## src/rtl/pipe_share_pkg.sv

```systemverilog
// Shared constants and types for the shared-pipe arbiter: default sizing,
// id width helper and the default-configuration tag layout.
package pipe_share_pkg;

    localparam int DEF_NUM_REQ = 4;
    localparam int DEF_DW      = 16;
    localparam int DEF_RW      = 16;
    localparam int DEF_LATENCY = 5;

    function automatic int id_width(input int num_req);
        return (num_req < 2) ? 1 : $clog2(num_req);
    endfunction

    localparam int DEF_IDW = id_width(DEF_NUM_REQ);

    typedef struct packed {
        logic               valid;
        logic [DEF_IDW-1:0] id;
    } tag_t;

endpackage

```

## src/rtl/pipe_share_arbiter_if.sv

```systemverilog
// Requester and datapath bundle around the shared-pipe arbiter; the arbiter
// takes the slave side, the requesters plus compute pipe take the master side.
interface pipe_share_arbiter_if #(
    parameter int NUM_REQ = pipe_share_pkg::DEF_NUM_REQ,
    parameter int DW      = pipe_share_pkg::DEF_DW,
    parameter int RW      = pipe_share_pkg::DEF_RW,
    parameter int LATENCY = pipe_share_pkg::DEF_LATENCY
);
    localparam int CW = $clog2(LATENCY + 1);

    logic                  issue_en;
    logic [NUM_REQ-1:0]    req;
    logic [NUM_REQ*DW-1:0] req_data;
    logic [NUM_REQ-1:0]    gnt;
    logic                  pipe_in_valid;
    logic [DW-1:0]         pipe_in_data;
    logic [RW-1:0]         pipe_out_data;
    logic [NUM_REQ-1:0]    rsp_valid;
    logic [RW-1:0]         rsp_data;
    logic [CW-1:0]         in_flight;
    logic                  idle;

    modport master (
        output issue_en, req, req_data, pipe_out_data,
        input  gnt, pipe_in_valid, pipe_in_data, rsp_valid, rsp_data, in_flight, idle
    );

    modport slave (
        input  issue_en, req, req_data, pipe_out_data,
        output gnt, pipe_in_valid, pipe_in_data, rsp_valid, rsp_data, in_flight, idle
    );

endinterface

```

## src/rtl/pipe_share_arbiter_tag_delay_line.sv

```systemverilog
// Fixed-depth shift register that carries {valid, id} alongside the datapath.
// The MSB of each entry is its valid flag; any_valid reports a non-empty line.
module tag_delay_line #(
    parameter int WIDTH = 3,
    parameter int DEPTH = 5
) (
    input  logic             clk,
    input  logic             reset,
    input  logic [WIDTH-1:0] din,
    output logic [WIDTH-1:0] dout,
    output logic             any_valid
);

    logic [WIDTH-1:0] stage [DEPTH];

    always_ff @(posedge clk or posedge reset) begin
        if (reset) begin
            // NOTE: every stage is cleared so tags in flight are dropped on reset.
            for (int i = 0; i < DEPTH; i++) stage[i] <= '0;
        end else begin
            // NOTE: non-blocking keeps each stage reading its neighbour's old value.
            stage[0] <= din;
            for (int i = 1; i < DEPTH; i++) stage[i] <= stage[i-1];
        end
    end

    assign dout = stage[DEPTH-1];

    always_comb begin
        // NOTE: defaulted before the loop so no latch is inferred.
        any_valid = 1'b0;
        for (int i = 0; i < DEPTH; i++) any_valid = any_valid | stage[i][WIDTH-1];
    end

endmodule

```

## src/rtl/pipe_share_arbiter.sv

```systemverilog
// Round-robin front end for a shared fixed-latency datapath; a tag line
// returns each result to the requester that issued it LATENCY cycles earlier.
module pipe_share_arbiter #(
    parameter int NUM_REQ = pipe_share_pkg::DEF_NUM_REQ,
    parameter int DW      = pipe_share_pkg::DEF_DW,
    parameter int RW      = pipe_share_pkg::DEF_RW,
    parameter int LATENCY = pipe_share_pkg::DEF_LATENCY
) (
    input logic                 clk,
    input logic                 reset,
    pipe_share_arbiter_if.slave bus
);
    import pipe_share_pkg::*;

    localparam int IDW = id_width(NUM_REQ);
    localparam int CW  = $clog2(LATENCY + 1);

    if (LATENCY < 1) begin : g_bad_latency
        $error("pipe_share_arbiter: LATENCY must be at least 1");
    end
    if (NUM_REQ < 2) begin : g_bad_num_req
        $error("pipe_share_arbiter: NUM_REQ must be at least 2");
    end

    typedef struct packed {
        logic           valid;
        logic [IDW-1:0] id;
    } req_tag_t;

    logic [IDW-1:0] rr_ptr;
    logic [IDW-1:0] winner;
    logic           found;
    logic           issue;
    logic           retire;
    logic [CW-1:0]  in_flight_q;
    req_tag_t       tag_in;
    req_tag_t       tag_out;
    logic           tag_busy;

    // Scan from the pointer upward, wrapping, and take the first request seen.
    always_comb begin
        int idx;
        winner = '0;
        found  = 1'b0;
        idx    = 0;
        for (int i = 0; i < NUM_REQ; i++) begin
            idx = int'(rr_ptr) + i;
            if (idx >= NUM_REQ) idx = idx - NUM_REQ;
            if (!found && bus.req[idx]) begin
                winner = IDW'(idx);
                found  = 1'b1;
            end
        end
    end

    assign issue             = bus.issue_en && (|bus.req) && !reset;
    assign bus.gnt           = issue ? (NUM_REQ'(1) << winner) : '0;
    assign bus.pipe_in_valid = issue;
    assign bus.pipe_in_data  = bus.req_data[int'(winner)*DW +: DW];

    always_ff @(posedge clk or posedge reset) begin
        if (reset) begin
            rr_ptr <= '0;
        end else if (issue) begin
            rr_ptr <= (int'(winner) == NUM_REQ - 1) ? '0 : winner + 1'b1;
        end
    end

    assign tag_in = '{valid: issue, id: winner};

    tag_delay_line #(
        .WIDTH (1 + IDW),
        .DEPTH (LATENCY)
    ) u_tag_line (
        .clk       (clk),
        .reset     (reset),
        .din       (tag_in),
        .dout      (tag_out),
        .any_valid (tag_busy)
    );

    assign retire        = tag_out.valid;
    assign bus.rsp_valid = retire ? (NUM_REQ'(1) << tag_out.id) : '0;
    assign bus.rsp_data  = bus.pipe_out_data;

    // Simultaneous issue and retire cancel, so the count is bounded by LATENCY.
    always_ff @(posedge clk or posedge reset) begin
        if (reset) begin
            in_flight_q <= '0;
        end else begin
            case ({issue, retire})
                2'b10:   in_flight_q <= in_flight_q + 1'b1;
                2'b01:   in_flight_q <= in_flight_q - 1'b1;
                default: in_flight_q <= in_flight_q;
            endcase
        end
    end

    assign bus.in_flight = in_flight_q;
    assign bus.idle      = (in_flight_q == '0) && !tag_busy && !issue;

endmodule

```

## src/flat_wrapper.sv

```systemverilog
// flat-port wrapper written by rule: the top's interface ports become plain ports
module pipe_share_arbiter_flat import pipe_share_pkg::*;
#(
    parameter int NUM_REQ = pipe_share_pkg::DEF_NUM_REQ,
    parameter int DW      = pipe_share_pkg::DEF_DW,
    parameter int RW      = pipe_share_pkg::DEF_RW,
    parameter int LATENCY = pipe_share_pkg::DEF_LATENCY
)
  (clk, reset, bus_issue_en, bus_req, bus_req_data, bus_pipe_out_data, bus_gnt, bus_pipe_in_valid, bus_pipe_in_data, bus_rsp_valid, bus_rsp_data, bus_in_flight, bus_idle);
  pipe_share_arbiter_if #(.NUM_REQ(NUM_REQ), .DW(DW), .RW(RW), .LATENCY(LATENCY)) bus_i ();
  input logic clk;
  input logic reset;
  input wire logic [$bits(bus_i.issue_en)-1:0] bus_issue_en;
  input wire logic [$bits(bus_i.req)-1:0] bus_req;
  input wire logic [$bits(bus_i.req_data)-1:0] bus_req_data;
  input wire logic [$bits(bus_i.pipe_out_data)-1:0] bus_pipe_out_data;
  output wire logic [$bits(bus_i.gnt)-1:0] bus_gnt;
  output wire logic [$bits(bus_i.pipe_in_valid)-1:0] bus_pipe_in_valid;
  output wire logic [$bits(bus_i.pipe_in_data)-1:0] bus_pipe_in_data;
  output wire logic [$bits(bus_i.rsp_valid)-1:0] bus_rsp_valid;
  output wire logic [$bits(bus_i.rsp_data)-1:0] bus_rsp_data;
  output wire logic [$bits(bus_i.in_flight)-1:0] bus_in_flight;
  output wire logic [$bits(bus_i.idle)-1:0] bus_idle;
  assign bus_i.issue_en = bus_issue_en;
  assign bus_i.req = bus_req;
  assign bus_i.req_data = bus_req_data;
  assign bus_i.pipe_out_data = bus_pipe_out_data;
  assign bus_gnt = bus_i.gnt;
  assign bus_pipe_in_valid = bus_i.pipe_in_valid;
  assign bus_pipe_in_data = bus_i.pipe_in_data;
  assign bus_rsp_valid = bus_i.rsp_valid;
  assign bus_rsp_data = bus_i.rsp_data;
  assign bus_in_flight = bus_i.in_flight;
  assign bus_idle = bus_i.idle;
  pipe_share_arbiter #(.NUM_REQ(NUM_REQ), .DW(DW), .RW(RW), .LATENCY(LATENCY)) u_core (.clk(clk), .reset(reset), .bus(bus_i));
endmodule
```

## config.mk

```make
export PLATFORM = sky130hd
export DESIGN_NAME = pipe_share_arbiter_flat
export DESIGN_NICKNAME = d
export VERILOG_FILES = /design/src/rtl/pipe_share_pkg.sv /design/src/rtl/pipe_share_arbiter_if.sv /design/src/rtl/pipe_share_arbiter_tag_delay_line.sv /design/src/rtl/pipe_share_arbiter.sv /design/src/flat_wrapper.sv
export SDC_FILE = /design/constraint.sdc
export NUM_CORES = 1
export LEC_CHECK = 0
export BUFFER_PORTS_ARGS = -buffer_cell sky130_fd_sc_hd__buf_4
export CORE_AREA = 5 5 98 54
export CTS_CLUSTER_DIAMETER = 100
export CTS_CLUSTER_SIZE = 20
export DETAILED_ROUTE_END_ITERATION = 8
export DIE_AREA = 0 0 103 59
export PLACE_DENSITY = 0.87
export SYNTH_ARGS = -nofsm -noshare
export SYNTH_HDL_FRONTEND = slang
export SYNTH_SLANG_ARGS = --single-unit
```

## constraint.sdc

```tcl
create_clock -name clk -period 5.06 [get_ports clk]
set_input_delay 1.012 -clock clk [delete_from_list [all_inputs] [get_ports clk]]
set_output_delay 1.012 -clock clk [all_outputs]
set_load 0.05 [all_outputs]
```

==> results.yml <==
power_and_ir_drop:
  swShare_pct: 54.2
  vdd_ir_drop_max_uv: 256
  switching_power_mw: 0.802
  p_int_mw: 0.677
  p_comb_share_pct: 72.5
  power_frac_seq_pct: 16.8
  leakagePower_nw: 1.26
  power.density_nw_per_um2: 563
  clkPwrFrac_pct: 10.7
setup_path:
  critPathKind: "primary input to output pin"
  crit_chain: "buf_4, nor2b_1, or4_1, buf_4, a21bo_1, a32oi_1, buf_4"
  cp_top_family: "simple AND/OR/NAND/NOR gates"
  worstPathArrival_ps: 3070
  crit_cells: 7
  required_ps: 4050
  crit_buf_inv: 3
  start_kind: "primary input"
  cp_max_fo: 32
  endpoint_kind: "output pin"
  reg2reg_depth: 6
  critPathMaxStageDelay_ps: 770
  cpMostUsedCell: "buf_4"
  cpMaxStageDelayCell: "or4_1"
timing:
  relSlewSlack_pct: 32.7
  final_hold_viol_count: 0
  finalSetupViolCount: 0
  post-route-period-util_pct: 80.6
  finClkSkew_ps: 4.68
  rsz0062_at_grt: "no"
  fmax_mhz: 245
  fin_setup_tns_ps: 0
  tightestPinTransition_ps: 1010
  fin_crit_ps: 4080
  slew_viol_final: 0
  fin_ws_ps: 983
cts:
  cts_root_buf: "clkbuf_8"
  cts.path.max_buffers: 2
  clk_pin_slew_worst_paths_ps: 70
  cts_num_sinks: 20
  cts_setup_buffers: 0
  cts_htree_levels: 1
  ctsHoldBuffers: 0
  clk_latency_ps: 260
  cts_buffers: 3
  cts_repair_resize_count: 0
  tritoncts: "done"
place:
  place_worst_setup_slack_ps: 1010
  place_inst: 357
  gp_congestion: 0.812
  dp_hpwl_mm: 4.57
  post_dp_cell_area_um2: 2550
  numPortBuffers: 99
yosys:
  synth_area_leaders: "dfrtp_1, nand3_1, a21bo_1"
  synth_top_area_share_pct: 25.7
  ys_warn_count: 0
  ys_ff_latch: 20
  ys_seq_area_share_pct: 25.7
  ys_types: 31
  avgSynthCellArea_um2: 8.17
  synth_top_area_cell: "dfrtp_1"
  syn-num-nets: 328
  syn_inst: 238
  netlist_area_um2: 1950
floorplanning:
  die_x_um: 103
  coreArea_um2: 4300
  row_count: 17
  start_util_pct: 45.3
  dieHeight_um: 59
  dieArea_um2: 6080
  io_pins: 132
routing:
  ant_nets: 0
  drt_iter0_drc: 214
  drcViolationCount: 0
  drt-wirelength-per-cell_um: 17.1
  first_pass_iters: 4
  routed_wl_mm: 6.18
  viasPerCell: 5.96
  vias: 2150
global_routing:
  first_global_vias: 1945
  grt_antenna_before_repair: 0
  grt_pass1_wl_mm: 9.36
  grt_max_degree: 51
  grt_util_all_layers_pct: 19.1
  overflow: 0
layout:
  layout_common_cells: "buf_4, nand3_1, nand2_1"
  layout.nets: 395
  antenna-diode-count: 0
  layout_commonest_cell: "buf_4"
  final_cell_count_no_fill: 361
  utilization_pct: 61.1
  final_cell_area_um2: 2630
  n_fill_cell: 373
  drive_gt1_share_pct: 37.5
  area_growth_syn_to_layout_pct: 34.9
flow_run:
  maxCapViolCount: 0
worst_hold_path:
  hold_path_class: "flop to flop"
  hold-path-cell-count: 0
status:
  outcome: "finished, final reports clean"
[cell usage after synthesis (all sizes together)]
library cell	count
nand3	33
buf	25
nand2	22
dfrtp	20
clkbuf	19
nor4	18
nor3b	17
a21bo	16
a221oi	16
a32oi	16
inv	7
nor2	4
nor2b	4
and3	3
ha	2
nor3	2
or4	2
xor2	2
a211o	1
and2	1
and3b	1
fa	1
mux2	1
mux2i	1
o21bai	1
o31ai	1
or4b	1
xnor2	1
[flip-flops by register name, indices dropped and copies added, names as in the netlist]
name and count:
u_core.bus.in_flight 3, u_core.rr_ptr 2, u_core.u_tag_line.dout 3, u_core.u_tag_line.stage 12
[worst reg2reg max path: cells and delay by family, from the launching register on]
family	cells	cell delay (ps)
buf+inv	2	590
flops	1	360
fa+ha+maj	1	220
mux	1	260
simple gates	2	960
[area by class of cell]
type | instances | area (µm²) | area share [%]
Inverter | 7 | 26.3 | 1.00
Sequential cell | 20 | 500 | 19.1
Clock inverter | 1 | 30.0 | 1.14
Tap cell | 57 | 71.3 | 2.72
Multi-Input combinational cell | 167 | 1160 | 44.2
Clock buffer | 3 | 41.3 | 1.57
Timing Repair Buffer | 106 | 796 | 30.3
[cells by family (layout without fill, tap and decap cells)]
| family | Yosys count | after routing | synth area share, % |
|---|---|---|---|
| adder cells (fa/ha/maj) | 3 | 3 | 2.31 |
| buffers and inverters | 51 | 117 | 14.8 |
| AND/OR/NAND/NOR | 108 | 108 | 30.9 |
| XOR/XNOR | 3 | 3 | 1.35 |
| flip-flops | 20 | 20 | 25.7 |
| AO/OA/AOI/OAI | 51 | 51 | 23.9 |
| multiplexers | 2 | 2 | 1.09 |
[worst paths after layout]
check	start	slack, ps	to
worst min register to register	u_core.u_tag_line.stage[4]	350	u_core.u_tag_line.dout[1]
min in group asynchronous	reset	780	u_core.u_tag_line.dout[2]
worst min-delay path	u_core.u_tag_line.stage[4]	350	u_core.u_tag_line.dout[1]
worst max register to register	u_core.rr_ptr[1]	2560	u_core.rr_ptr[1]
max in group asynchronous	reset	4070	u_core.u_tag_line.stage[3]
worst max-delay path	bus_req[2]	980	bus_pipe_in_data[0]
[layer usage]
metal / vias to the layer above / routed length (µm) / global-route usage, %
li1: 1015 / - / -
met1: 1016 / 2340 / 23.4
met2: 87 / 3290 / 33.8
met3: 32 / 345 / 2.23
met4: 0 / 210 / 8.67
met5: - / 0 / 0
[power by group through the flow]
stage | registers, mW | logic (mW) | clock network, mW
2_1_floorplan | 0.285 | 0.792 | 0
3_3_place_gp | 0.247 | 1.04 | 0
3_5_place_dp | 0.251 | 1.06 | 0
4_1_cts | 0.249 | 1.07 | 0.161
5_1_grt | 0.254 | 1.14 | 0.168
6_report | 0.248 | 1.07 | 0.159
[stage by stage]
step	hold slack [ps]	power [mW]
6_report	350	1.48
5_1_grt	357	1.56
4_1_cts	352	1.48
3_5_place_dp	335	1.31
3_3_place_gp	333	1.28
2_1_floorplan	331	1.08
No activity file was read; power rests on OpenSTA's default activity.
